===== config.mk =====
export PLATFORM = sky130hd
export DESIGN_NAME = alu_share_arbiter
export DESIGN_NICKNAME = d
export VERILOG_FILES = /design/src/rtl/alu_share_arbiter_pkg.sv /design/src/rtl/alu_share_arbiter_grant.sv /design/src/rtl/alu_share_arbiter.sv
export SDC_FILE = /design/constraint.sdc
export NUM_CORES = 1
export LEC_CHECK = 0
export CELL_PAD_IN_SITES_DETAIL_PLACEMENT = 0
export CELL_PAD_IN_SITES_GLOBAL_PLACEMENT = 2
export CORE_AREA = 2 2 213 215
export DETAILED_ROUTE_END_ITERATION = 10
export DIE_AREA = 0 0 215 217
export GPL_ROUTABILITY_DRIVEN = 1
export MAX_ROUTING_LAYER = met4
export PLACE_DENSITY = 0.78
export SLEW_MARGIN = 40
export SYNTH_ARGS = -nofsm -noshare
export SYNTH_HDL_FRONTEND = slang
export SYNTH_SLANG_ARGS = --single-unit

===== constraint.sdc =====
create_clock -name clk_i -period 2.2 [get_ports clk_i]
set_clock_uncertainty 0.2 [all_clocks]
set_input_delay 0.44 -clock clk_i [delete_from_list [all_inputs] [get_ports clk_i]]
set_output_delay 0.44 -clock clk_i [all_outputs]
set_load 0.05 [all_outputs]

===== src/rtl/alu_share_arbiter_pkg.sv =====
// Shared ALU widths, control codes, requester count and the operand/response bundles.
package alu_share_arbiter_pkg;

  localparam int ALU_BITS      = 32;
  localparam int ALU_CTRL_BITS = 5;
  localparam int TAG_BITS      = 4;
  localparam int NUM_REQ       = 2;

  localparam logic [ALU_CTRL_BITS-1:0] ALUCTRL_ADD = 5'd0;
  localparam logic [ALU_CTRL_BITS-1:0] ALUCTRL_SUB = 5'd1;
  localparam logic [ALU_CTRL_BITS-1:0] ALUCTRL_AND = 5'd2;
  localparam logic [ALU_CTRL_BITS-1:0] ALUCTRL_OR  = 5'd3;
  localparam logic [ALU_CTRL_BITS-1:0] ALUCTRL_XOR = 5'd4;
  localparam logic [ALU_CTRL_BITS-1:0] ALUCTRL_SLL = 5'd5;
  localparam logic [ALU_CTRL_BITS-1:0] ALUCTRL_SRL = 5'd6;
  localparam logic [ALU_CTRL_BITS-1:0] ALUCTRL_SLT = 5'd7;
  localparam logic [ALU_CTRL_BITS-1:0] ALUCTRL_BEQ = 5'd8;

  typedef enum logic {
    ARB_IDLE = 1'b0,
    ARB_EXEC = 1'b1
  } arb_state_e;

  typedef struct packed {
    logic [ALU_CTRL_BITS-1:0] ctrl;
    logic [ALU_BITS-1:0]      rdata1;
    logic [ALU_BITS-1:0]      rdata2;
    logic [ALU_BITS-1:0]      imm;
    logic [ALU_BITS-1:0]      pc;
    logic                     immsrc;
    logic                     pcsrc;
    logic [TAG_BITS-1:0]      tag;
  } alu_op_t;

  typedef struct packed {
    logic [ALU_BITS-1:0] result;
    logic                is_zero;
    logic [TAG_BITS-1:0] tag;
  } alu_rsp_t;

endpackage


===== src/rtl/alu_share_arbiter_grant.sv =====
// One-hot issue grant from the eligibility vector; combinational, no backpressure of its own.
// ALU_ARB_ROUND_ROBIN_EN selects round-robin (pointer in, next pointer out); otherwise requester 1 has fixed priority.
module alu_arb_grant
  import alu_share_arbiter_pkg::*;
(
  output logic [NUM_REQ-1:0] gnt_o,
`ifdef ALU_ARB_ROUND_ROBIN_EN
  input  logic               ptr_i,
  output logic               ptr_d_o,
`endif
  input  logic [NUM_REQ-1:0] elig_i
);

`ifdef ALU_ARB_ROUND_ROBIN_EN
  always_comb begin
    gnt_o   = elig_i;
    ptr_d_o = ptr_i;
    if (&elig_i) begin
      gnt_o = ptr_i ? 2'b10 : 2'b01;
    end
    // Prefer whichever requester was not just served.
    if (gnt_o[0]) begin
      ptr_d_o = 1'b1;
    end else if (gnt_o[1]) begin
      ptr_d_o = 1'b0;
    end
  end
`else
  always_comb begin
    gnt_o = elig_i;
    if (&elig_i) begin
      gnt_o = 2'b10;
    end
  end
`endif

endmodule


===== src/rtl/alu_share_arbiter.sv =====
// Shares one ALU between two requesters: grant registers operands, result lands in the owner's slot one edge later.
// A requester is held off while its op is in flight or its undrained slot is full; ALU_ARB_ROUND_ROBIN_EN picks round-robin.
module alu_share_arbiter
  import alu_share_arbiter_pkg::*;
(
  input  logic                                  clk_i,
  input  logic                                  rst_ni,
  input  logic [NUM_REQ-1:0]                    req_valid_i,
  output logic [NUM_REQ-1:0]                    req_ready_o,
  input  logic [NUM_REQ-1:0][ALU_CTRL_BITS-1:0] req_ctrl_i,
  input  logic [NUM_REQ-1:0][ALU_BITS-1:0]      req_rdata1_i,
  input  logic [NUM_REQ-1:0][ALU_BITS-1:0]      req_rdata2_i,
  input  logic [NUM_REQ-1:0][ALU_BITS-1:0]      req_imm_i,
  input  logic [NUM_REQ-1:0][ALU_BITS-1:0]      req_pc_i,
  input  logic [NUM_REQ-1:0]                    req_immsrc_i,
  input  logic [NUM_REQ-1:0]                    req_pcsrc_i,
  input  logic [NUM_REQ-1:0][TAG_BITS-1:0]      req_tag_i,
  output logic [NUM_REQ-1:0]                    rsp_valid_o,
  input  logic [NUM_REQ-1:0]                    rsp_ready_i,
  output logic [NUM_REQ-1:0][ALU_BITS-1:0]      rsp_result_o,
  output logic [NUM_REQ-1:0]                    rsp_is_zero_o,
  output logic [NUM_REQ-1:0][TAG_BITS-1:0]      rsp_tag_o,
  output logic [ALU_BITS-1:0]                   alu_rdata1_o,
  output logic [ALU_BITS-1:0]                   alu_rdata2_o,
  output logic [ALU_BITS-1:0]                   alu_imm_o,
  output logic [ALU_BITS-1:0]                   alu_pc_o,
  output logic [ALU_CTRL_BITS-1:0]              alu_ctrl_o,
  output logic                                  alu_immsrc_o,
  output logic                                  alu_pcsrc_o,
  input  logic [ALU_BITS-1:0]                   alu_result_i,
  input  logic                                  alu_is_zero_i
);

  arb_state_e                  state_q, state_d;
  logic                        exec_id_q, exec_id_d;
  alu_op_t                     op_q, op_d;
  logic [NUM_REQ-1:0]          rsp_vld_q, rsp_vld_d;
  alu_rsp_t [NUM_REQ-1:0]      rsp_q, rsp_d;
  logic [NUM_REQ-1:0]          elig;
  logic [NUM_REQ-1:0]          gnt;
  logic                        gnt_id;

  // A slot that drains this cycle can accept the next op on the same edge.
  always_comb begin
    for (int i = 0; i < NUM_REQ; i++) begin
      elig[i] = req_valid_i[i] & (~rsp_vld_q[i] | rsp_ready_i[i]) &
                ~((state_q == ARB_EXEC) && (exec_id_q == 1'(i)));
    end
  end

`ifdef ALU_ARB_ROUND_ROBIN_EN
  logic ptr_q, ptr_d;

  alu_arb_grant u_grant (
    .gnt_o   (gnt),
    .ptr_i   (ptr_q),
    .ptr_d_o (ptr_d),
    .elig_i  (elig)
  );

  always_ff @(posedge clk_i or negedge rst_ni) begin
    if (!rst_ni) begin
      ptr_q <= 1'b0;
    end else begin
      ptr_q <= ptr_d;
    end
  end
`else
  alu_arb_grant u_grant (
    .gnt_o  (gnt),
    .elig_i (elig)
  );
`endif

  assign gnt_id      = gnt[1];
  assign req_ready_o = gnt & {NUM_REQ{rst_ni}};

  always_comb begin
    state_d   = ARB_IDLE;
    exec_id_d = exec_id_q;
    op_d      = '0;
    op_d.ctrl = ALUCTRL_ADD;
    rsp_vld_d = rsp_vld_q & ~rsp_ready_i;
    rsp_d     = rsp_q;

    if (state_q == ARB_EXEC) begin
      rsp_vld_d[exec_id_q] = 1'b1;
      rsp_d[exec_id_q]     = '{result: alu_result_i, is_zero: alu_is_zero_i, tag: op_q.tag};
    end

    if (|gnt) begin
      state_d   = ARB_EXEC;
      exec_id_d = gnt_id;
      op_d      = '{ctrl:   req_ctrl_i[gnt_id],
                    rdata1: req_rdata1_i[gnt_id],
                    rdata2: req_rdata2_i[gnt_id],
                    imm:    req_imm_i[gnt_id],
                    pc:     req_pc_i[gnt_id],
                    immsrc: req_immsrc_i[gnt_id],
                    pcsrc:  req_pcsrc_i[gnt_id],
                    tag:    req_tag_i[gnt_id]};
    end
  end

  always_ff @(posedge clk_i or negedge rst_ni) begin
    if (!rst_ni) begin
      state_q <= ARB_IDLE;
    end else begin
      state_q <= state_d;
    end
  end

  always_ff @(posedge clk_i or negedge rst_ni) begin
    if (!rst_ni) begin
      exec_id_q <= 1'b0;
      op_q      <= '{ctrl: ALUCTRL_ADD, default: '0};
      rsp_vld_q <= '0;
      rsp_q     <= '0;
    end else begin
      exec_id_q <= exec_id_d;
      op_q      <= op_d;
      rsp_vld_q <= rsp_vld_d;
      rsp_q     <= rsp_d;
    end
  end

  always_comb begin
    for (int i = 0; i < NUM_REQ; i++) begin
      rsp_result_o[i]  = rsp_q[i].result;
      rsp_is_zero_o[i] = rsp_q[i].is_zero;
      rsp_tag_o[i]     = rsp_q[i].tag;
    end
  end

  assign rsp_valid_o  = rsp_vld_q;
  assign alu_ctrl_o   = op_q.ctrl;
  assign alu_rdata1_o = op_q.rdata1;
  assign alu_rdata2_o = op_q.rdata2;
  assign alu_imm_o    = op_q.imm;
  assign alu_pc_o     = op_q.pc;
  assign alu_immsrc_o = op_q.immsrc;
  assign alu_pcsrc_o  = op_q.pcsrc;

endmodule


# After elaboration in Yosys (flattened, before gate mapping)
# Index checks and enable logic that the tools add are counted.
# totals
inputBits,317
word_cells,65
out_inout_bits,213
ff_bits,217
# classes
muxes,25
bitwise,15
magnitude_cmp,3
reduce_logical,5
# op_table
cell,n
$mux W32,8
$mux W139,1
$bwmux W74,1
$demux W37 S1,1
$mux W37,1
$mux W5,2
$mux W4,2
$mux W1,6
$not A1 Y1,5
$and A1 B1 Y1,4
$and A2 B2 Y2,2
$lt A1 B2 Y1 const B,2
$mux W2,2
$logic_and A1 B1 Y1,3
$not A2 Y2,1
$or A1 B1 Y1,2
$or A2 B2 Y2,1
$reduce_and A2 Y1,1
$reduce_or A2 Y1,1
$demux W1 S1,1
$ge A1 B1 Y1 const B,1

# Depth between registers and ports, before layout
# Gate-level depths: netlist of the first run.
# depth
ltp_word,9
mapped_depth,7
mapped_depth_nobuf,3

# Cells and area by module
# From an unflattened synthesis of the first run, not the netlist that was laid out.
# hier_totals
cells_unflattened,908
hier_area_um2,9447.8
# modules_own_cells
mod,area_per_inst_um2,cells_each,instances,seq_area_each_um2
alu_share_arbiter,9437.8,906,1,5430.2
alu_arb_grant,10.0,2,1,0.0

# Least setup slack after synthesis of the first run
# Ideal clock, no wire load.
# synth_path
kind,register -> output
startpoint,register rsp_vld_q[1] (netlist: rsp_valid_o[1])
endpoint,output req_ready_o[0]
required_time_ns,1.560
t_arrival_ns,2.588
setup_slack_ns,-1.028
stages_incl_launch_ff,8
n_path_buf,4
path_cell_list,dfrtp_1 > nand2b_4 > buf_6 > and3_1 > buf_6 > buf_6 > buf_6 > nor3b_1
# synth_via
elab_chain_len,7
# synth_lines
item,line_no,text
from (decl),alu_share_arbiter.sv:37,"logic [NUM_REQ-1:0] rsp_vld_q, rsp_vld_d;"
from (signal assigned),alu_share_arbiter.sv:122,rsp_vld_q <= rsp_vld_d;
$not A1 Y1,alu_share_arbiter.sv:46,elig[i] = req_valid_i[i] & (~rsp_vld_q[i] | rsp_ready_i[i]) &
$or A1 B1 Y1,alu_share_arbiter.sv:46,
$and A1 B1 Y1 (2 in a row),alu_share_arbiter.sv:46,
$reduce_and A2 Y1,alu_share_arbiter_grant.sv:31,if (&elig_i) begin
$mux W2,alu_share_arbiter_grant.sv:31,
$and A2 B2 Y2,alu_share_arbiter.sv:76,assign req_ready_o = gnt & {NUM_REQ{rst_ni}};
to (decl),alu_share_arbiter.sv:9,"output logic [NUM_REQ-1:0] req_ready_o,"
# Every way passes these cells.

# Final worst setup path of the first run
# layout_path
startpoint,register exec_id_q
endpoint,output req_ready_o[0]
# layout_via
elab_chain_len,7
word_cells_on_any_way,10
cone_classes,mux: 1; bitwise: 6; reduce/logical: 3
# layout_lines
item,line_no,text
from (decl),alu_share_arbiter.sv:35,"logic exec_id_q, exec_id_d;"
from (signal assigned),alu_share_arbiter.sv:120,exec_id_q <= exec_id_d;
$not A1 Y1,alu_share_arbiter.sv:47,~((state_q == ARB_EXEC) && (exec_id_q == 1'(i)));
$logic_and A1 B1 Y1,alu_share_arbiter.sv:47,
$not A1 Y1,alu_share_arbiter.sv:47,
$and A1 B1 Y1,alu_share_arbiter.sv:46,
$reduce_and A2 Y1,alu_share_arbiter_grant.sv:31,
$mux W2 (*),alu_share_arbiter_grant.sv:31,
$and A2 B2 Y2 (*),alu_share_arbiter.sv:76,
# Mark *: on every way between the ends. The rest lies on a longest branch, timed or not.

==> results of run 1 <==
## tightest hold or removal path, stage by stage
cell and delay (ns):
buf_4 0.10, buf_4 0.17, nand4_1 0.09, o31ai_1 0.07
## power breakdown
part | switching, uW | total [uW] | internal [uW]
clock | 1740 | 4650 | 2910
combinational | 8820 | 12700 | 3850
sequential | 593 | 6090 | 5500
## repair_timing
item / in CTS / in global routing
resized for setup: 142 / 0
endpoints found under the setup margin: 141 / 2
setup buffers: 3 / 0
cloned: 0 / 0
pin swaps: 4 / 2
endpoints found under the hold margin: 217 / 0
hold buffers: 1 / 0
## worst min path at each step
stage	depth (start not counted)	startpoint	to
after floorplan	0	rst_ni	alu_ctrl_o[0]
after global placement	1	op_q[2]	rsp_tag_o[2]
after detailed placement	1	rsp_result_o[25]	rsp_result_o[25]
after CTS	4	req_valid_i[1]	alu_pc_o[31]
after global routing	4	req_valid_i[1]	alu_pc_o[25]
final	4	req_valid_i[1]	alu_pc_o[31]
## placed cells by master, fill, tap and decap left out
cell type	count
dfrtp_1	215
nand4_1	139
o211ai_4	1
dlygate4sd3_1	1
dlygate4sd2_1	139
a21o_1	1
clkbuf_1	5
nor3b_4	1
dfrtp_2	2
clkinv_8	1
and2_4	1
buf_12	15
buf_8	1
buf_4	94
inv_1	140
o31ai_2	67
o31ai_1	72
mux2_2	74
buf_6	2
nand2b_1	1
o21ai_0	1
clkbuf_16	26
clkinv_2	4
nand2_1	1
nand2_4	1
clkbuf_8	8
bufinv_16	4
nand2b_4	2
and3_4	1
clkdlybuf4s50_1	314
## stage by stage
step / util (%) / power, uW / hold WS, ns / instances / setup slack (ns)
2_1_floorplan: - / 15800 / -0.0556 / 939 / -0.188
3_3_place_gp: 34.6 / 19600 / 0.285 / 1882 / -0.154
3_5_place_dp: 34.6 / 19700 / 0.292 / 1882 / -0.156
4_1_cts: 36.4 / 23800 / 0.142 / 1934 / -0.221
5_1_grt: 36.4 / 24500 / 0.176 / 1934 / -0.254
6_report: 36.4 / 23400 / 0.167 / 1934 / -0.158
## layout make-up
cell class / count / area share, %
Timing Repair Buffer: 566 / 33.3
Tap cell: 600 / 4.62
Sequential cell: 217 / 33.4
Multi-Input combinational cell: 363 / 19.7
Clock inverter: 9 / 0.962
Clock buffer: 39 / 4.79
Inverter: 140 / 3.23
## flip-flops by register name, indices dropped and copies added (netlist names), 2 cells and up
| register | cells |
|---|---|
| rsp_result_o | 64 |
| alu_imm_o | 32 |
| alu_pc_o | 32 |
| alu_rdata1_o | 32 |
| alu_rdata2_o | 32 |
| rsp_tag_o | 8 |
| alu_ctrl_o | 5 |
| op_q | 4 |
| rsp_is_zero_o | 2 |
| rsp_valid_o | 2 |
## kinds of logic after synthesis
group           synth area share [%]
flops                           51.6
buf+inv                         18.4
simple gates                    8.77
compound gates                  13.3
mux                             7.91
## routing by layer
layer  vias up  routed length (um)
met3        58                3150
li1       3898                   -
met2       378               18400
met5         -                   0
met1      4151               15500
met4         0                 829
==> results.json, run 1 <==
{
  "p_leak_uw": 0.00760,
  "startpoint": "exec_id_q",
  "fmax_ghz": 0.424,
  "met3_usage_pct": 4.70,
  "grt_max_degree": 121,
  "ant_nets": 0,
  "yosysWarnings": 0,
  "syn-instance-count": 939,
  "path_cells": "nand2b_4 -> o211ai_4 -> nor3b_4 -> buf_6",
  "io_pins": 530,
  "root_buffer": "clkbuf_16",
  "grt_pass1_vias": 9018,
  "drtIter0Drc": 495,
  "overflow": 0,
  "core_area_um2": 44700,
  "routabilityCongestion": 0.808,
  "gr-usage-met2_pct": 27.1,
  "firstDrtPassIters": 4,
  "synth.area.top_cells": "dfrtp_1 (52%), buf_4 (9.5%), nand4_1 (8.3%)",
  "dieWidth_um": 215,
  "synth_edf_count": 0,
  "endpoint": "req_ready_o[0]",
  "p_per_area_nw_per_um2": 1440,
  "port_buffers": 529,
  "syn_to_final_growth_pct": 54.4,
  "rows": 78,
  "h-tree-depth": 1,
  "final_area_um2": 16300,
  "n_antenna_cell": 0,
  "synth_common_cells": "dfrtp_1 (217), inv_1 (140), nand4_1 (139), buf_4 (133), mux2_2 (74)",
  "hp-class": "in2reg",
  "crit_slowest_cell": "dfrtp_1",
  "synth_cell_types": 20,
  "clk_pin_slew_ns": 0.06,
  "synthFlopType": "dfrtp_1",
  "drive_above_1_share_pct": 22.9,
  "synth_top_cell_by_area": "dfrtp_1",
  "syn-cell-area_um2": 10500,
  "place_area_um2": 15500,
  "fin_ws_ns": -0.158,
  "status": "finished, violations left",
  "reg2reg_slack_ns": 0.19,
  "yosysMostFrequentCell": "dfrtp_1",
  "worst-path-buf-inv": 1,
  "cpLargestDelayFamily": "simple AND/OR/NAND/NOR gates",
  "postRouteWirelength_um": 37800,
  "met1_usage_pct": 19.3,
  "routed_via_density": 4.39,
  "reg2regPathDepth": 6,
  "fin_crit_sh_pct": 107,
  "nets": 1631,
  "hpwl_um": 27200,
  "cts_made_buffers": 26,
  "async_flop_share_pct": 100,
  "tightest_slew_ns": 0.804,
  "setup_viol": 2,
  "layout_min_cycle_time_ns": 2.36,
  "path_depth": 4,
  "finalSetupTns_ns": -0.254,
  "drcViolationCount": 0,
  "num_vias": 8485,
  "insertion_delay_ns": 0.55,
  "reg2reg_from": "rsp_valid_o[0]",
  "rsz0062_at_grt": "true",
  "slew_headroom_pct": 46.4,
  "ir_drop_uv": 812,
  "violations": "negative setup slack",
  "max-clock-path-buffers": 3,
  "initial_core_util_pct": 23.6,
  "r2r-end": "alu_imm_o[23]",
  "critPathMaxStageDelay_ns": 0.40,
  "yosys_register_bits": 217,
  "antenna_found_initial": 0,
  "die_h_um": 217,
  "slew_viol_final": 0,
  "avgRoutedWirePerCell_um": 19.5,
  "busiest_layer": "met2",
  "cts_tree": "yes",
  "nFillCells": 4545,
  "avgSynthCellArea_um2": 11.2,
  "synth_nets": 1256,
  "regArea_um2": 5430,
  "worst_ep_required_time_ns": 1.56,
  "maxCapViolations": 0,
  "multiInputGateArea_um2": 3200,
  "crit_fanout": 3,
  "critical_path_class": "reg2out",
  "yosys.area.top_type_share_pct": 51.6,
  "grt_pass1_wl_um": 56700,
  "critPathLaunchType": "register",
  "grt.total_usage_pct": 16.2,
  "clock-sinks": 217,
  "yosysSeqAreaShare_pct": 51.6,
  "die_area_um2": 46700,
  "arrival_ns": 1.72,
  "final-hold-violation-count": 0,
  "critPathCaptureType": "primary output"
}
No activity file was read; power rests on OpenSTA's default activity.
==> run 2, diff against run 1 <==
--- a/config.mk
+++ b/config.mk
@@ -5,14 +5,16 @@
 export SDC_FILE = /design/constraint.sdc
 export NUM_CORES = 1
 export LEC_CHECK = 0
+export CAP_MARGIN = 20
 export CELL_PAD_IN_SITES_DETAIL_PLACEMENT = 0
 export CELL_PAD_IN_SITES_GLOBAL_PLACEMENT = 2
-export CORE_AREA = 2 2 213 215
+export CORE_AREA = 2 2 205 207
 export DETAILED_ROUTE_END_ITERATION = 10
-export DIE_AREA = 0 0 215 217
+export DIE_AREA = 0 0 207 209
 export GPL_ROUTABILITY_DRIVEN = 1
 export MAX_ROUTING_LAYER = met4
-export PLACE_DENSITY = 0.78
+export PLACE_DENSITY = 0.83
+export SETUP_SLACK_MARGIN = 0.15
 export SLEW_MARGIN = 40
 export SYNTH_ARGS = -nofsm -noshare
 export SYNTH_HDL_FRONTEND = slang
==> constraint.sdc (replaced) <==
create_clock -name clk_i -period 3 [get_ports clk_i]
set_clock_uncertainty 0.2 [all_clocks]
set_input_delay 0.6 -clock clk_i [delete_from_list [all_inputs] [get_ports clk_i]]
set_output_delay 0.6 -clock clk_i [all_outputs]
set_load 0.05 [all_outputs]
==> run 2 against run 1 <==
  * Worst hold slack improved by 0.087 ns
  * Critical path depth rose by 1
  * Sequential power fell by 26%
  * The flow now finishes without violations
  * Cell count fell by 4.2%
==> results.json, run 2 (same netlist as run 1, synthesis figures left out) <==
{
  "critPathLaunchType": "primary input",
  "dp.cells": 1806,
  "setup_viol": 0,
  "gr-usage-met2_pct": 27.4,
  "crit_fanout": 4,
  "p_sw_uw": 8180,
  "reg2reg_from": "exec_id_q",
  "r2r-end": "alu_rdata2_o[28]",
  "final-hold-violation-count": 0,
  "dieWidth_um": 207,
  "maxCapViolations": 0,
  "p_leak_uw": 0.00704,
  "pre_cts_ws_ns": 0.220,
  "met1_usage_pct": 19.9,
  "drtIter0Drc": 338,
  "nFillCells": 4077,
  "pwr-share-seq_pct": 25.6,
  "grt_max_degree": 141,
  "h-tree-depth": 1,
  "fin_cells": 1853,
  "largest_reg_flops": 64,
  "ant_nets": 0,
  "swShare_pct": 46.3,
  "grt.total_usage_pct": 16.8,
  "fin_ws_ns": 0.326,
  "rsz0062_at_grt": "false",
  "avgRoutedWirePerCell_um": 19.9,
  "arrival_ns": 1.87,
  "worst_ep_required_time_ns": 2.20,
  "overflow": 0,
  "cts_tree": "yes",
  "root_buffer": "clkbuf_16",
  "clk_pin_slew_ns": 0.06,
  "cts_resized": 0,
  "antenna_found_initial": 1,
  "postCtsSetupBuffers": 0,
  "port_buffers": 529,
  "busiest_layer": "met2",
  "io_pins": 530,
  "die_h_um": 209,
  "die_area_um2": 43300,
  "rows": 75,
  "p_int_uw": 9470,
  "tightest_slew_ns": 0.809,
  "combPwrFrac_pct": 55.2,
  "status": "complete, no violations",
  "p_per_area_nw_per_um2": 1080,
  "slew_headroom_pct": 46.1,
  "mostFrequentLayoutCell": "clkdlybuf4s50_1",
  "reg2regPathDepth": 5,
  "startpoint": "rsp_ready_i[1]",
  "hp-class": "in2async",
  "clock-sinks": 217,
  "routabilityCongestion": 0.801,
  "syn_to_final_growth_pct": 54.8,
  "drive_above_1_share_pct": 16.3,
  "n_antenna_cell": 0,
  "met3_usage_pct": 4.99,
  "num_vias": 8438,
  "critical_path_class": "in2out",
  "critPathCaptureType": "primary output",
  "nets": 1612,
  "insertion_delay_ns": 0.53,
  "firstDrtPassIters": 4,
  "postRouteWirelength_um": 36800,
  "layout_min_cycle_time_ns": 2.67,
  "cts_made_buffers": 25,
  "grt_pass1_vias": 8967,
  "hpwl_um": 26200,
  "finalSetupTns_ns": 0,
  "power_frac_clock_pct": 19.2,
  "max-clock-path-buffers": 3,
  "routed_via_density": 4.55,
  "grt_pass1_wl_um": 55000,
  "reg2reg_slack_ns": 0.85,
  "initial_core_util_pct": 25.5,
  "slew_viol_final": 0,
  "fin_crit_sh_pct": 89.1,
  "drcViolationCount": 0,
  "cts_hold_buf": 1,
  "layout_common_cells": "clkdlybuf4s50_1 (525), dfrtp_1 (217), inv_1 (140), nand4_1 (139), mux2_2 (74)",
  "core_area_um2": 41300,
  "fmax_ghz": 0.374,
  "ir_drop_uv": 493
}
## run 2: cell types whose count changed in the layout (fill, tap and decap cells not counted), sizes merged
cell / before / now
bufinv: 4 / 5
clkinv: 5 / 7
dlygate4sd2: 139 / 0
inv: 140 / 141
clkinvlp: 0 / 1
clkbuf: 39 / 32
buf: 112 / 22
clkdlybuf4s50: 314 / 525
## run 2: cell type report
| cell class | count | area [um2] | share of cell area, % |
|---|---|---|---|
| sequential | 217 | 5430 | 33.3 |
| clock inverter | 14 | 201 | 1.24 |
| multi-input combinational | 363 | 3200 | 19.6 |
| clock buffer | 32 | 712 | 4.37 |
| tap | 539 | 674 | 4.14 |
| inverter | 140 | 526 | 3.22 |
| timing repair buffer | 548 | 5570 | 34.2 |
## run 2: metal layers
layer / wire, um / share of wire [%]
met5: 0 / 0
met4: 1140 / 3.1
met3: 3000 / 8.2
met2: 17600 / 48
met1: 15100 / 41
## run 2: power groups by stage
stage	logic [uW]	registers, uW	clock network, uW
floorplan	5270	6270	0
global placement	9720	4540	0
detailed placement	9810	4580	0
CTS	9830	4540	3480
global route	10100	4640	3620
finish	9740	4510	3390
## run 2: worst max path at each step
stage / end / slack, ns / depth (start not counted)
2_1_floorplan: req_ready_o[0] / 0.28 / 7
3_3_place_gp: alu_rdata2_o[28] / 0.23 / 5
3_5_place_dp: alu_rdata2_o[28] / 0.22 / 5
4_1_cts: req_ready_o[0] / 0.25 / 4
5_1_grt: req_ready_o[0] / 0.24 / 4
6_report: req_ready_o[0] / 0.33 / 5
## run 2: metrics by stage
| step | power, uW | util (%) | hold WS, ns | cell area (um2) |
|---|---|---|---|---|
| after floorplan | 11500 | - | 0.104 | 10500 |
| after global placement | 14300 | 37.2 | 0.214 | 15400 |
| after detailed placement | 14400 | 37.3 | 0.213 | 15400 |
| after CTS | 17900 | 39.5 | 0.214 | 16300 |
| after global routing | 18400 | 39.5 | 0.222 | 16300 |
| final | 17600 | 39.5 | 0.255 | 16300 |
## run 2: worst max-delay path: stages
cell and delay, ns:
clkdlybuf4s50_1 0.39, nand2b_4 0.15, and3_4 0.22, nor3b_4 0.24
buf_4 0.25
